### src/rtl/mux_scan_pkg.sv
// Shared types and constants for the selector scan sequencer and its index counter.
package mux_scan_pkg;

   localparam int SEL_W    = 5;
   localparam int DATA_W   = 2;
   localparam int NUM_INP  = 2 ** SEL_W;
   localparam int RES_W    = NUM_INP * DATA_W;
   localparam int SETTLE_W = 4;

   typedef enum logic [1:0] {IDLE, SCAN, DONE} scan_state_t;

   typedef logic [SEL_W-1:0]    sel_t;
   typedef logic [DATA_W-1:0]   lane_t;
   typedef logic [SEL_W:0]      cnt_t;
   typedef logic [SETTLE_W-1:0] settle_t;

endpackage

### src/rtl/mux_scan_index_ctr.sv
// Wrapping select index with load/increment, plus the latched last index
// and a compare flag telling the sequencer the final lane is selected.
module mux_scan_index_ctr
   import mux_scan_pkg::*;
(
   input  logic clk,
   input  logic reset,
   input  logic load,
   input  logic inc,
   input  sel_t first,
   input  sel_t last,
   output sel_t sel,
   output logic at_last
);

   sel_t sel_reg;
   sel_t last_reg;

   // Increment relies on natural SEL_W-bit overflow so 31 wraps to 0.
   always_ff @(posedge clk) begin
      if (reset) begin
         sel_reg  <= '0;
         last_reg <= '0;
      end else if (load) begin
         sel_reg  <= first;
         last_reg <= last;
      end else if (inc) begin
         sel_reg  <= sel_reg + 1'b1;
      end
   end

   assign sel     = sel_reg;
   assign at_last = (sel_reg == last_reg);

endmodule

### src/rtl/mux_scan_sequencer.sv
// Steps the selector across first..last (wrapping), samples one lane per index
// after SETTLE wait cycles, and hands the packed word out via valid/ready.
module mux_scan_sequencer
   import mux_scan_pkg::*;
#(
   parameter int unsigned SETTLE = 0
) (
   input  logic             clk,
   input  logic             reset,
   input  logic             start_i,
   input  sel_t             first_i,
   input  sel_t             last_i,
   output sel_t             sel_o,
   input  lane_t            mux_out_i,
   output logic             busy_o,
   output logic [RES_W-1:0] result_o,
   output cnt_t             count_o,
   output logic             result_valid_o,
   input  logic             result_ready_i
);

   localparam settle_t SETTLE_INIT = settle_t'(SETTLE);

   scan_state_t state_reg, state_next;
   settle_t     settle_reg, settle_next;
   cnt_t        count_reg, count_next;
   logic        valid_reg, valid_next;
   logic        busy_reg, busy_next;

   logic ctr_load, ctr_inc, sample_en, clear_result;
   sel_t sel;
   logic at_last;

   mux_scan_index_ctr u_index_ctr (
      .clk     (clk),
      .reset   (reset),
      .load    (ctr_load),
      .inc     (ctr_inc),
      .first   (first_i),
      .last    (last_i),
      .sel     (sel),
      .at_last (at_last)
   );

   always_ff @(posedge clk) begin
      if (reset) state_reg <= IDLE;
      else       state_reg <= state_next;
   end

   always_comb begin
      state_next = state_reg;
      case (state_reg)
         IDLE:    if (start_i) state_next = SCAN;
         SCAN:    if (settle_reg == '0 && at_last) state_next = DONE;
         DONE:    if (valid_reg && result_ready_i) state_next = IDLE;
         default: state_next = IDLE;
      endcase
   end

   always_comb begin
      settle_next  = settle_reg;
      count_next   = count_reg;
      valid_next   = valid_reg;
      ctr_load     = 1'b0;
      ctr_inc      = 1'b0;
      sample_en    = 1'b0;
      clear_result = 1'b0;
      case (state_reg)
         IDLE: begin
            if (start_i) begin
               ctr_load     = 1'b1;
               clear_result = 1'b1;
               count_next   = '0;
               settle_next  = SETTLE_INIT;
            end
         end
         SCAN: begin
            if (settle_reg != '0) begin
               settle_next = settle_reg - 1'b1;
            end else begin
               // Exactly one sample per index, taken at the settle boundary.
               sample_en  = 1'b1;
               count_next = count_reg + 1'b1;
               if (at_last) begin
                  valid_next = 1'b1;
               end else begin
                  ctr_inc     = 1'b1;
                  settle_next = SETTLE_INIT;
               end
            end
         end
         DONE: begin
            if (valid_reg && result_ready_i) valid_next = 1'b0;
         end
         default: ;
      endcase
      busy_next = (state_next != IDLE);
   end

   always_ff @(posedge clk) begin
      if (reset) begin
         settle_reg <= '0;
         count_reg  <= '0;
         valid_reg  <= 1'b0;
         busy_reg   <= 1'b0;
      end else begin
         settle_reg <= settle_next;
         count_reg  <= count_next;
         valid_reg  <= valid_next;
         busy_reg   <= busy_next;
      end
   end

   // Lanes not visited by the current scan stay at the zero set on start.
   for (genvar gi = 0; gi < NUM_INP; gi++) begin : g_lane
      lane_t lane_reg;
      always_ff @(posedge clk) begin
         if (reset || clear_result)
            lane_reg <= '0;
         else if (sample_en && sel == sel_t'(gi))
            lane_reg <= mux_out_i;
      end
      assign result_o[DATA_W*gi +: DATA_W] = lane_reg;
   end

   assign sel_o          = sel;
   assign busy_o         = busy_reg;
   assign count_o        = count_reg;
   assign result_valid_o = valid_reg;

endmodule

### config.mk
export PLATFORM = sky130hd
export DESIGN_NAME = mux_scan_sequencer
export DESIGN_NICKNAME = d
export VERILOG_FILES = /design/src/rtl/mux_scan_pkg.sv /design/src/rtl/mux_scan_index_ctr.sv /design/src/rtl/mux_scan_sequencer.sv
export SDC_FILE = /design/constraint.sdc
export NUM_CORES = 1
export LEC_CHECK = 0
export CAP_MARGIN = 5
export CORE_MARGIN = 5
export CORE_UTILIZATION = 50
export DETAILED_ROUTE_END_ITERATION = 10
export PLACE_DENSITY = 0.76
export SYNTH_ARGS = -nofsm -noshare
export SYNTH_HDL_FRONTEND = slang
export SYNTH_HIERARCHICAL = 1
export SYNTH_SLANG_ARGS = --single-unit
### constraint.sdc
create_clock -name clk -period 2.21 [get_ports clk]
set_input_delay 0.5525 -clock clk [delete_from_list [all_inputs] [get_ports clk]]
set_output_delay 0.5525 -clock clk [all_outputs]
set_load 0.005 [all_outputs]
==> results_dict.tcl <==
set metrics [dict create \
    fin_util_pct 65.8 \
    syn_area_mm2 0.00404 \
    drv_cap 0 \
    p_sw_share_pct 33.3 \
    port_buffers 92 \
    reg2reg_depth 8 \
    syn_avg_cell_area_um2 10.1 \
    relSlewSlack_pct 55.9 \
    totalWireLength_um 9890 \
    synth_seq_area_share_pct 43.6 \
    track_usage_pct 19.9 \
    synth_top_area_cell "dfxtp_1" \
    tns_ps 0 \
    synth_edf_count 0 \
    start_kind "flop" \
    maxSlewViolCount 0 \
    layout-drive-gt1-share_pct 8.61 \
    holdBufCountCts 0 \
    report.final.hold_viol_count 0 \
    dp.cells 574 \
    cts_max_level 3 \
    fin_crit_sh_pct 93.7 \
    hp-class "reg2reg" \
    ys_warn_count 6 \
    fp.dieArea_mm2 0.00999 \
    num_antenna_cells 0 \
    r2r_end "u_index_ctr/sel[1]" \
    status "finished, final reports clean" \
    r2r_start "settle_reg[0]" \
    fmax_mhz 483 \
    synthCells 401 \
    period_needed_ps 2070 \
    synth_cell_types 49 \
    power_frac_seq_pct 46.9 \
    crit_fanout 7 \
    power_frac_comb_pct 25.2 \
    crit_required_ps 2470 \
    cp-end-kind "flop" \
    hold_depth 2 \
    clock_sinks 88 \
    antenna_found_initial 0 \
    rsz0062_at_grt "no" \
    fp.coreArea_mm2 0.00781 \
    cts_tree "yes" \
    synth.ff_latch_count 88 \
    cts_setup_buffers 0 \
    fin_skew_ps 9.56 \
    nets 502 \
    fin_cells 590 \
    pre_cts_slack_ps -8.52 \
    syn_to_final_growth_pct 27.1 \
    drc 0 \
    final_cell_mix "nand3_1, clkdlybuf4s50_1, dfxtp_1, mux2i_1, buf_4" \
    clock_latency_ps 360 \
    netlist.area_leader.share_pct 43.6 \
    postRouteAntennaNets 0 \
    avgViaCountPerCell 5.56 \
    path_clk_slew_ps 100 \
    fin_ws_ps 139 \
    dp.final_hpwl_um 6810 \
    met3_length_um 389 \
    worstMarginPinSlew_ps 659 \
    hold_start "g_lane[1].lane_reg[1]" \
    async_reset_ff_share_pct 0 \
    numCtsBuffers 9 \
    grt_max_degree 78 \
    grt_pass1_vias 3295 \
    top_layer_used "met4" \
    power_switching_uw 1250 \
    rows 32 \
    reg2reg_setup_slack_ps 140 \
    via_count 3279 \
    largest_register_ff_count 64 \
    initial_utilization_pct 51.8 \
    netlist_top_cells_area "dfxtp_1, mux2i_1, nand3_1, clkbuf_8, buf_2" \
    finalWeightedCongestion 0.809 \
    wl_per_cell_um 16.8 \
    hold_end "g_lane[1].lane_reg[1]" \
    synthFlopType "dfxtp_1" \
    wl_met1_um 4360 \
    p_int_uw 2500 \
    grt_pass1_wl_um 16100 \
    synthesis.nets 420 \
    setup_viol 0 \
    worstPathArrival_ps 2330 \
    powerDensity_mw_per_mm2 728 \
    leakage_uw 0.00217 \
    route.met2.wl_um 4960 \
    fp.dieW_um 99.9 \
    cts_buffer_depth 2 \
    p_clk_share_pct 27.9 \
    top_level_ports 93 \
    die_h_um 99.9 \
    root_buffer "clkbuf_8" \
    grt-ovfl-total 0 \
    layout_commonest_cell "nand3_1" \
    path_class "reg2reg" \
    firstDrtPassIters 4 \
    ir_worst_vdd_mv 0.313 \
    drtIter0Drc 140 \
]
timing repair:
item / in CTS / in global routing
hold endpoints to repair: 0 / 0
gates resized for setup: 0 / 1
endpoints found under the setup margin: 0 / 3
power groups by stage:
stage	logic (µW)	registers (µW)	clock network, µW
floorplan	676	1780	0
global placement	911	1780	0
detailed placement	924	1790	0
CTS	930	1750	1060
global route	1020	1770	1110
finish	943	1760	1040
critical path, stage by stage (launching register included):
cell     delay [ps]
dfxtp_1         340
inv_1            60
ha_1            260
nor3b_4         360
nor3b_1         270
buf_4           190
mux2_4          300
mux2i_1         130
nor2_1           60
per-stage QoR:
| step | total power (µW) | hold slack [ps] | cell area, µm² |
|---|---|---|---|
| after floorplan | 2450 | 461 | 4040 |
| after global placement | 2700 | 460 | 4950 |
| after detailed placement | 2710 | 464 | 4950 |
| after CTS | 3740 | 481 | 5130 |
| after global routing | 3900 | 501 | 5140 |
| final | 3740 | 475 | 5140 |
cell type report:
class / instances / area [µm²]
inverters: 7 / 26.3
clock buffers: 10 / 128
well taps: 102 / 128
fillers: 658 / 2670
clock inverters: 6 / 52.6
multi-input cells: 270 / 1960
repair buffers: 107 / 1080
flip-flops and latches: 88 / 1760
Yosys cell counts (3+ instances only):
cell	instances
buf_4	4
a21oi_1	9
o21a_1	3
ha_1	3
xor2_1	3
xnor2_1	6
clkbuf_8	8
nor2b_1	3
and4bb_2	3
buf_2	15
nand3_1	102
dfxtp_1	88
nand2_1	8
mux2i_1	76
nand2b_1	3
inv_1	6
nand3b_1	6
buf_6	3
nor2_1	9
clkbuf_1	3
how the worst max path moves through the flow:
stage | from | slack [ps] | end | depth (start not counted)
after detailed placement | start_i | -9 | g_lane[19].lane_reg[1] | 5
final | settle_reg[0] | 140 | u_index_ctr/sel[1] | 8
after global routing | settle_reg[0] | 20 | u_index_ctr/sel[3] | 8
after floorplan | settle_reg[0] | 160 | u_index_ctr/sel[1] | 7
after CTS | settle_reg[0] | 90 | u_index_ctr/sel[1] | 8
after global placement | start_i | 40 | g_lane[25].lane_reg[1] | 5
cell families (layout without fill, tap and decap cells):
group                      after synthesis  count (layout)  share of synthesized area [%]
AOI/OAI and AO/OA                       23              23                           3.56
and+or+nand+nor                        158             158                           22.7
buffers and inverters                   43             130                           8.14
adders and majority gates                3               3                          0.928
xor gates and xnor gates                 9               9                           1.95
DFF                                     88              88                           43.6
muxes                                   77              77                           19.2
per-layer routing:
metal,up-vias,track usage (%)
li1,1598,-
met1,1570,24.9
met2,95,34.3
met3,16,3.20
met4,0,7.77
met5,-,0
(Power assumes the default switching activity.)
